$ cat config.mk
export PLATFORM = sky130hd
export DESIGN_NAME = multiplier_controller
export DESIGN_NICKNAME = d
export VERILOG_FILES = /design/src/rtl/mult_pkg.sv /design/src/rtl/mult_step_counter.sv /design/src/rtl/multiplier_controller.sv
export SDC_FILE = /design/constraint.sdc
export NUM_CORES = 1
export LEC_CHECK = 0
export CORE_AREA = 4 4 41 43
export DETAILED_ROUTE_END_ITERATION = 8
export DIE_AREA = 0 0 45 47
export PLACE_DENSITY = 0.51
export SETUP_SLACK_MARGIN = 0.05
export SLEW_MARGIN = 20
export SYNTH_ARGS = -nofsm -noshare
export SYNTH_HDL_FRONTEND = slang
export SYNTH_SLANG_ARGS = --single-unit
$ cat constraint.sdc
create_clock -name i_CLK -period 3.1 [get_ports i_CLK]
set_input_delay 0.62 -clock i_CLK [delete_from_list [all_inputs] [get_ports i_CLK]]
set_output_delay 0.62 -clock i_CLK [all_outputs]
set_load 0.02 [all_outputs]
$ cat src/rtl/mult_pkg.sv
// Shared types and defaults for the shift-add multiplier controller.
package mult_pkg;
   localparam int WIDTH_DEF = 4;

   typedef enum logic [2:0] {
      S_IDLE,
      S_LOAD,
      S_TEST,
      S_ADD,
      S_SHIFT,
      S_DONE
   } state_e;
endpackage

$ cat src/rtl/mult_step_counter.sv
// Step counter for the multiplier controller: counts completed SHIFT steps
// and flags the last one. Counter is one bit wider than needed so it can
// never wrap inside an operation.
module mult_step_counter
   import mult_pkg::*;
#(
   parameter int WIDTH = WIDTH_DEF
) (
   input  logic i_CLK,
   input  logic i_RESET,
   input  logic i_CLR,
   input  logic i_INC,
   output logic o_TC
);
   localparam int CW = $clog2(WIDTH) + 1;

   logic [CW-1:0] cnt_q, cnt_d;

   // next count: clear wins over increment
   always_comb begin
      cnt_d = cnt_q;
      if (i_CLR)      cnt_d = '0;
      else if (i_INC) cnt_d = cnt_q + CW'(1);
   end

   // count register with synchronous reset
   always_ff @(posedge i_CLK) begin
      if (i_RESET) cnt_q <= '0;
      else         cnt_q <= cnt_d;
   end

   assign o_TC = (cnt_q == CW'(WIDTH - 1));
endmodule

$ cat src/rtl/multiplier_controller.sv
// Moore FSM sequencing a shift-add multiplier datapath: LOAD, then WIDTH
// rounds of TEST -> (ADD) -> SHIFT, then a one-cycle DONE pulse.
// Optional feature: define MULT_CTRL_ABORT_EN to add the i_ABORT input,
// which returns any busy state to IDLE without a DONE pulse.
module multiplier_controller
   import mult_pkg::*;
#(
   parameter int WIDTH = WIDTH_DEF
) (
   input  logic i_CLK,
   input  logic i_RESET,
   input  logic i_START,
   input  logic i_LSB,
`ifdef MULT_CTRL_ABORT_EN
   input  logic i_ABORT,
`endif
   output logic o_LOAD_cmd,
   output logic o_ADD_cmd,
   output logic o_SHIFT_cmd,
   output logic o_BUSY,
   output logic o_DONE
);
   state_e state_q, state_d;
   logic   last_step;
   logic   cnt_clr, cnt_inc;

   // counter is cleared on entry work (LOAD) and steps on every SHIFT except the last
   assign cnt_clr = (state_q == S_LOAD);
   assign cnt_inc = (state_q == S_SHIFT) && !last_step;

   mult_step_counter #(.WIDTH(WIDTH)) u_cnt (
      .i_CLK   (i_CLK),
      .i_RESET (i_RESET),
      .i_CLR   (cnt_clr),
      .i_INC   (cnt_inc),
      .o_TC    (last_step)
   );

   // state register with synchronous reset
   always_ff @(posedge i_CLK) begin
      if (i_RESET) state_q <= S_IDLE;
      else         state_q <= state_d;
   end

   // next-state logic
   always_comb begin
      state_d = state_q;
      case (state_q)
         S_IDLE:  if (i_START) state_d = S_LOAD;
         S_LOAD:  state_d = S_TEST;
         S_TEST:  state_d = i_LSB ? S_ADD : S_SHIFT;
         S_ADD:   state_d = S_SHIFT;
         S_SHIFT: state_d = last_step ? S_DONE : S_TEST;
         S_DONE:  state_d = S_IDLE;
         default: state_d = S_IDLE;
      endcase
`ifdef MULT_CTRL_ABORT_EN
      if (i_ABORT && (state_q inside {S_LOAD, S_TEST, S_ADD, S_SHIFT}))
         state_d = S_IDLE;
`endif
   end

   // outputs decoded from the state register only
   always_comb begin
      o_LOAD_cmd  = 1'b0;
      o_ADD_cmd   = 1'b0;
      o_SHIFT_cmd = 1'b0;
      o_BUSY      = 1'b0;
      o_DONE      = 1'b0;
      case (state_q)
         S_LOAD:  begin o_LOAD_cmd  = 1'b1; o_BUSY = 1'b1; end
         S_TEST:  o_BUSY = 1'b1;
         S_ADD:   begin o_ADD_cmd   = 1'b1; o_BUSY = 1'b1; end
         S_SHIFT: begin o_SHIFT_cmd = 1'b1; o_BUSY = 1'b1; end
         S_DONE:  o_DONE = 1'b1;
         default: ;
      endcase
   end
endmodule
==> results.md, run 1 <==
* DP HPWL at 523 µm
* Synth Cell Area at 369 µm²
* CTS H-tree depth at 1
* Setup violation total in the final timing report at 0
* Yosys cell types at 24
* Largest cells by area after synthesis: dfxtp_1 33%, ha_1 6.8%, nor4b_4 6.4%, nor3_1 5.4%, a2111oi_2 4.1%
* Fraction of the mapped netlist area in adder cells at under 10%
* Clk sinks at 6
* CTS buffer count at 3
* Post-synthesis mux area share at around 2.7%
* Dominant cell type by area after synthesis: dfxtp_1
* CTS root buf: clkbuf_4
* # Post-CTS Setup Buffers at 0
* Initial Utilization at between 20 and 30%
* Placed cell count at roughly 60
* Worst Hold Endpoint: u_cnt.cnt_q[2]$_SDFFE_PP0P_
* Via count at 303
* Clock Tree Buf Depth at 2
* Fmax at 403 MHz
* Cell Rows at 13
* Endpoint type of the worst setup path: output port
* Congestion Overflow GR at 0
* # DRC at 0
* Synth top cells by count: 6 x dfxtp_1, 4 x nor3_1, 3 x nor2_1
* Global-route wire length before repair at around 1200 µm
* Layout area overhead at 29.5%
* Clock Skew at between 0.007 and 0.008 ns
* Min-delay src: u_cnt.cnt_q[2]$_SDFFE_PP0P_
* Post-synthesis xor/xnor area fraction at under 10%
* Synth Instances at 38
* Compound-Gate Fraction of Synth Area at approximately a tenth
* Share of layout cells above drive strength 1 at between 10% and 20%
* Final slew viol count at 0
* Max cap viols at 0
* Final std cells w/o fill at 62
* Count leader, synth: dfxtp_1
* FFs w/ async S/R, synth at 0%
* R2r setup slk at 1.45 ns
* WS Path Type: reg2out
* Met1 wire length at about 350 µm
* # resized after CTS at 0
* CP arrival at roughly 1.9 ns
* Worst Reg2Reg Path Length in Cells at 5
* Required time of the critical path at approximately 2.5 ns
* Io pins at 9
* Status: finished clean
* EDFF count, synth at 0
* First-pass DRT Iterations at 3
* Final setup margin at a little over 0.6 ns
* Crit-path max FO at 11
* R2r endpoint: u_cnt.cnt_q[2]$_SDFFE_PP0P_
* Relative slew margins at roughly 69%
* Crit path from: state_q[0]$_SDFFE_PP0P_
* Yosys warns at 0
* Routed wire length at ~720 µm
* DRT antenna net count at 0
* Clk_lat worst skew at 0.24 ns
* Yosys top cell area share at about a third
* Overall Power at roughly 210 µW
* Number of global-route vias before repair at 265
* Peak supply drop at between 0.2 and 0.3 mV
* Setup TNS at 0 ns
* DR iter-0 viols at 5
* Final hold violations at 0
* Hold-fix buffers, CTS at 0
* Initial antenna violation count at 0
* Yosys reg bits at 6
* RSZ-0062 raised after global routing: no
* Net Count, Synth at 44
* Routability cong. at 0.699
* Fin crit period at 2.48 ns
* Most common flop cell mapped by yosys: dfxtp_1
* Count of input and output buffers at 8
* DR top layer: met4
* Layout net count at between 50 and 60
* Post-Synth Simple-Gate Area at 40.3%
* Ant diodes at 0
* Worst r2r src: u_cnt.cnt_q[0]$_SDFFE_PP0P_
* Die width at 45 µm
* WL/cell at between 10 and 15 µm
* Worst slew pin tran at around 0.46 ns
* PD cells at 432 mW/mm²
* Register area share after synthesis at between 30% and 40%
* Core area at 0.00130 mm²
* Die Y at roughly 47 µm
* Vias/cell at 4.89
* Post-Place Setup Slack at around 0.86 ns
* CTS tree: built
* Hold WC Path Type: reg2reg
* CP startpoint kind: flip-flop
* WHS Path Cells at 2
* Clock transition at path regs at approximately 0.050 ns
* Global Route Usage Sum at 8.47%
* Crit share post-route at between 70% and 80%
* Met2 wire len at between 300 and 400 µm
* Largest family of logic cells by synthesized area: simple AND/OR/NAND/NOR gates
* Largest net degree at the start of global routing at 13
* Detail Route met3 WL at 51 µm
* Die area at between 0.002 and 0.0025 mm²
* Synthesized area per cell at around 10 µm²
* Hold WS at between 0.5 and 0.6 ns
* Pleak at about 0.00017 µW
[worst max-delay path by stage]
| stage | to | slack, ns | cells after the start |
|---|---|---|---|
| after global placement | o_LOAD_cmd | 0.91 | 2 |
| after floorplan | o_SHIFT_cmd | 1.41 | 2 |
| after detailed placement | o_LOAD_cmd | 0.86 | 2 |
| after CTS | o_LOAD_cmd | 0.59 | 2 |
| final | o_LOAD_cmd | 0.62 | 2 |
| after global routing | o_LOAD_cmd | 0.47 | 2 |
[report_power, final]
part | switching, µW | internal (µW) | leakage, µW
registers | 10.8 | 81.2 | 0.0000487
logic | 20.1 | 23.7 | 0.000104
clock network | 27.1 | 43.7 | 0.0000138
total | 58.0 | 149 | 0.000166
[sequential cells by signal (all words and copies together), names as in the netlist]
name / flops
state_q: 3
u_cnt.cnt_q: 3
[cells by family after synthesis]
family	Yosys count
fa+ha+maj	2
xor+xnor	1
buf+inv	4
compound gates	4
flops	6
mux	1
simple gates	20
[cells in the final DEF (no fill, tap or decap), types with 2 or more instances in the layout]
cell type / instances
dfxtp_1: 6
clkdlybuf4s50_1: 8
nor2_1: 3
clkbuf_4: 3
inv_1: 2
nor3b_1: 2
nand2b_1: 2
ha_1: 2
nor3_1: 4
[layer usage]
layer,vias to the layer above,global-route usage (%)
met1,134,9.38
met2,10,11.9
met5,-,0
met3,2,5.75
li1,157,-
met4,0,5.26
[worst max-delay path: stages (launching register included)]
cell,delay (ns)
dfxtp_1,0.54
nor3b_2,0.40
clkdlybuf4s50_1,0.67
[through the flow]
step | instance area [µm²] | util (%)
floorplan | 369 | -
global placement | 455 | 35.0
detailed placement | 455 | 35.0
CTS | 478 | 36.7
global route | 478 | 36.7
finish | 478 | 36.7
[layout make-up]
class,count,area (µm²)
fillers,145,823
repair buffers,8,80.1
inverters,2,7.51
multi-input cells,28,229
clock buffers,3,22.5
well taps,15,18.8
flip-flops and latches,6,120
Power figures use the tool's default switching activity.
==> run 2, diff against run 1 <==
==> constraint.sdc (replaced) <==
create_clock -name i_CLK -period 2.6 [get_ports i_CLK]
set_input_delay 0.52 -clock i_CLK [delete_from_list [all_inputs] [get_ports i_CLK]]
set_output_delay 0.52 -clock i_CLK [all_outputs]
set_load 0.02 [all_outputs]
==> results of run 2 <==
The final DEF is identical to that of run 1. Status: finished clean.
Main changes from that run: setup slack after placement 0.859 ns -> 0.459 ns; setup slack after layout 0.622 ns -> 0.222 ns; register-to-register setup slack 1.45 ns -> 0.95 ns; total power 207 µW -> 246 µW; worst IR drop on VDD 0.262 mV -> 0.313 mV
==> patch, RTL diff (flow settings as in run 1) <==
The package constant `WIDTH_DEF` goes from 4 to 8.
--- a/src/rtl/mult_pkg.sv
+++ b/src/rtl/mult_pkg.sv
@@ -1,6 +1,6 @@
 // Shared types and defaults for the shift-add multiplier controller.
 package mult_pkg;
-   localparam int WIDTH_DEF = 4;
+   localparam int WIDTH_DEF = 8;
 
    typedef enum logic [2:0] {
       S_IDLE,
Check against the original RTL: same outputs for any inputs over 10 cycles, from zero or initial values and one cycle with i_RESET high; that may be too few to reach the edited logic, so the function may still have changed.
==> patch against run 1 <==
Sequential share of layout area is 2.3 points higher; clock skew is 0.00067 ns higher; sequential cell count is 1 higher; total power is 12% higher; routed wire length is 19% higher; setup slack worse by 0.065 ns; synthesized area is 4.4% higher; first-iteration DRC count is 80% higher; sequential power is 8.6% higher; cell count is 18% higher; critical path depth is 1 higher; design area is 7.1% higher; maximum frequency is 2.6% lower; critical path type unchanged; largest cell class unchanged.
==> patch: results <==
[global_routing]
grt_use_met1 = 0.0963
grt_pass1_wl_um = 1420
grt_pass1_vias = 363
use_met2 = 0.158
grtUsageTotal = 0.0943
met3_usage = 0.0460
grt_start_max_net_pins = 10

[critical_path]
r2r_cells = 3
r2r-end = "u_cnt.cnt_q[3]"
critPathMaxFanout = 8

[placement]
place_congestion = 0.651
dpl.cell_count = 69
dp_hpwl_um = 636

[pwr]
seq_power_share = 0.434
ir_drop_mv = 0.194

[hold_path]
hold-path-endpoint = "u_cnt.cnt_q[0]"

[route]
routed_via_density = 5.18
drt_iter0_markers = 9
wl_met2_um = 396
wl_met1_um = 398

[layout]
drive_gt1_frac = 0.172
top_regs = "u_cnt.cnt_q (4), state_q (3)"
finalNetCount = 64

[timing]
maxSlewHeadroom = 0.789
skew_ns = 0.00814

[run_status]
status = "completed"

[synth]
synth-compound-area-share = 0.185
synthAdderAreaFrac = 0.0325
synthMuxAreaShare = 0
synthTopCellsByCount = "dfxtp_1 (7), a21oi_1 (6), o21ai_0 (5)"
syn_inst = 46
syn-num-nets = 51
yosysSeqAreaShare = 0.364

[cts]
clock_latency_ns = 0.26
patch: cell count changes after synthesis, moves of 2 or more:
cell	delta
nor3_1	-2
nand2_1	+2
nand2b_1	-2
a21oi_1	+5
o21ai_0	+5
nand3b_1	+2
nor2_1	-2
nand3_1	+2
patch: how the worst max path moves through the flow:
| stage | startpoint | end | slack (ns) |
|---|---|---|---|
| floorplan | state_q[0] | o_LOAD_cmd | 1.44 |
| global placement | state_q[2] | o_SHIFT_cmd | 0.87 |
| detailed placement | state_q[2] | o_SHIFT_cmd | 0.83 |
| CTS | state_q[2] | o_SHIFT_cmd | 0.55 |
| global route | state_q[2] | o_SHIFT_cmd | 0.44 |
| finish | state_q[2] | o_SHIFT_cmd | 0.56 |
patch: worst max-delay path: stages, from the launching register on:
cell and delay, ns:
dfxtp_1 0.45, or3b_4 0.44, inv_1 0.15, clkdlybuf4s50_1 0.63
patch: cell type report:
cell class	count	area, sq um	share of cell area
inverter	3	11.3	0.0220
multi-input combinational	36	234	0.457
clock inverter	1	5.00	0.00978
sequential	7	140	0.274
clock buffer	3	22.5	0.0440
timing repair buffer	8	80.1	0.156
tap	15	18.8	0.0367
patch: kinds of logic (layout without fill, tap and decap cells):
kind of cell / count (synthesis) / in the layout
buffers and inverters: 3 / 15
xor gates and xnor gates: 1 / 1
DFF: 7 / 7
adders and majority gates: 1 / 1
AOI/OAI and AO/OA: 13 / 13
and+or+nand+nor: 21 / 21
patch: stage by stage:
step	instance area (sq um)	util	power [mW]	hold WS (ns)	setup WS, ns
floorplan	385	-	0.127	0.468	1.44
CTS	512	0.393	0.233	0.514	0.545
finish	512	0.393	0.231	0.512	0.556
global route	512	0.393	0.244	0.564	0.439
detailed placement	484	0.372	0.147	0.506	0.831
global placement	484	0.372	0.148	0.511	0.866
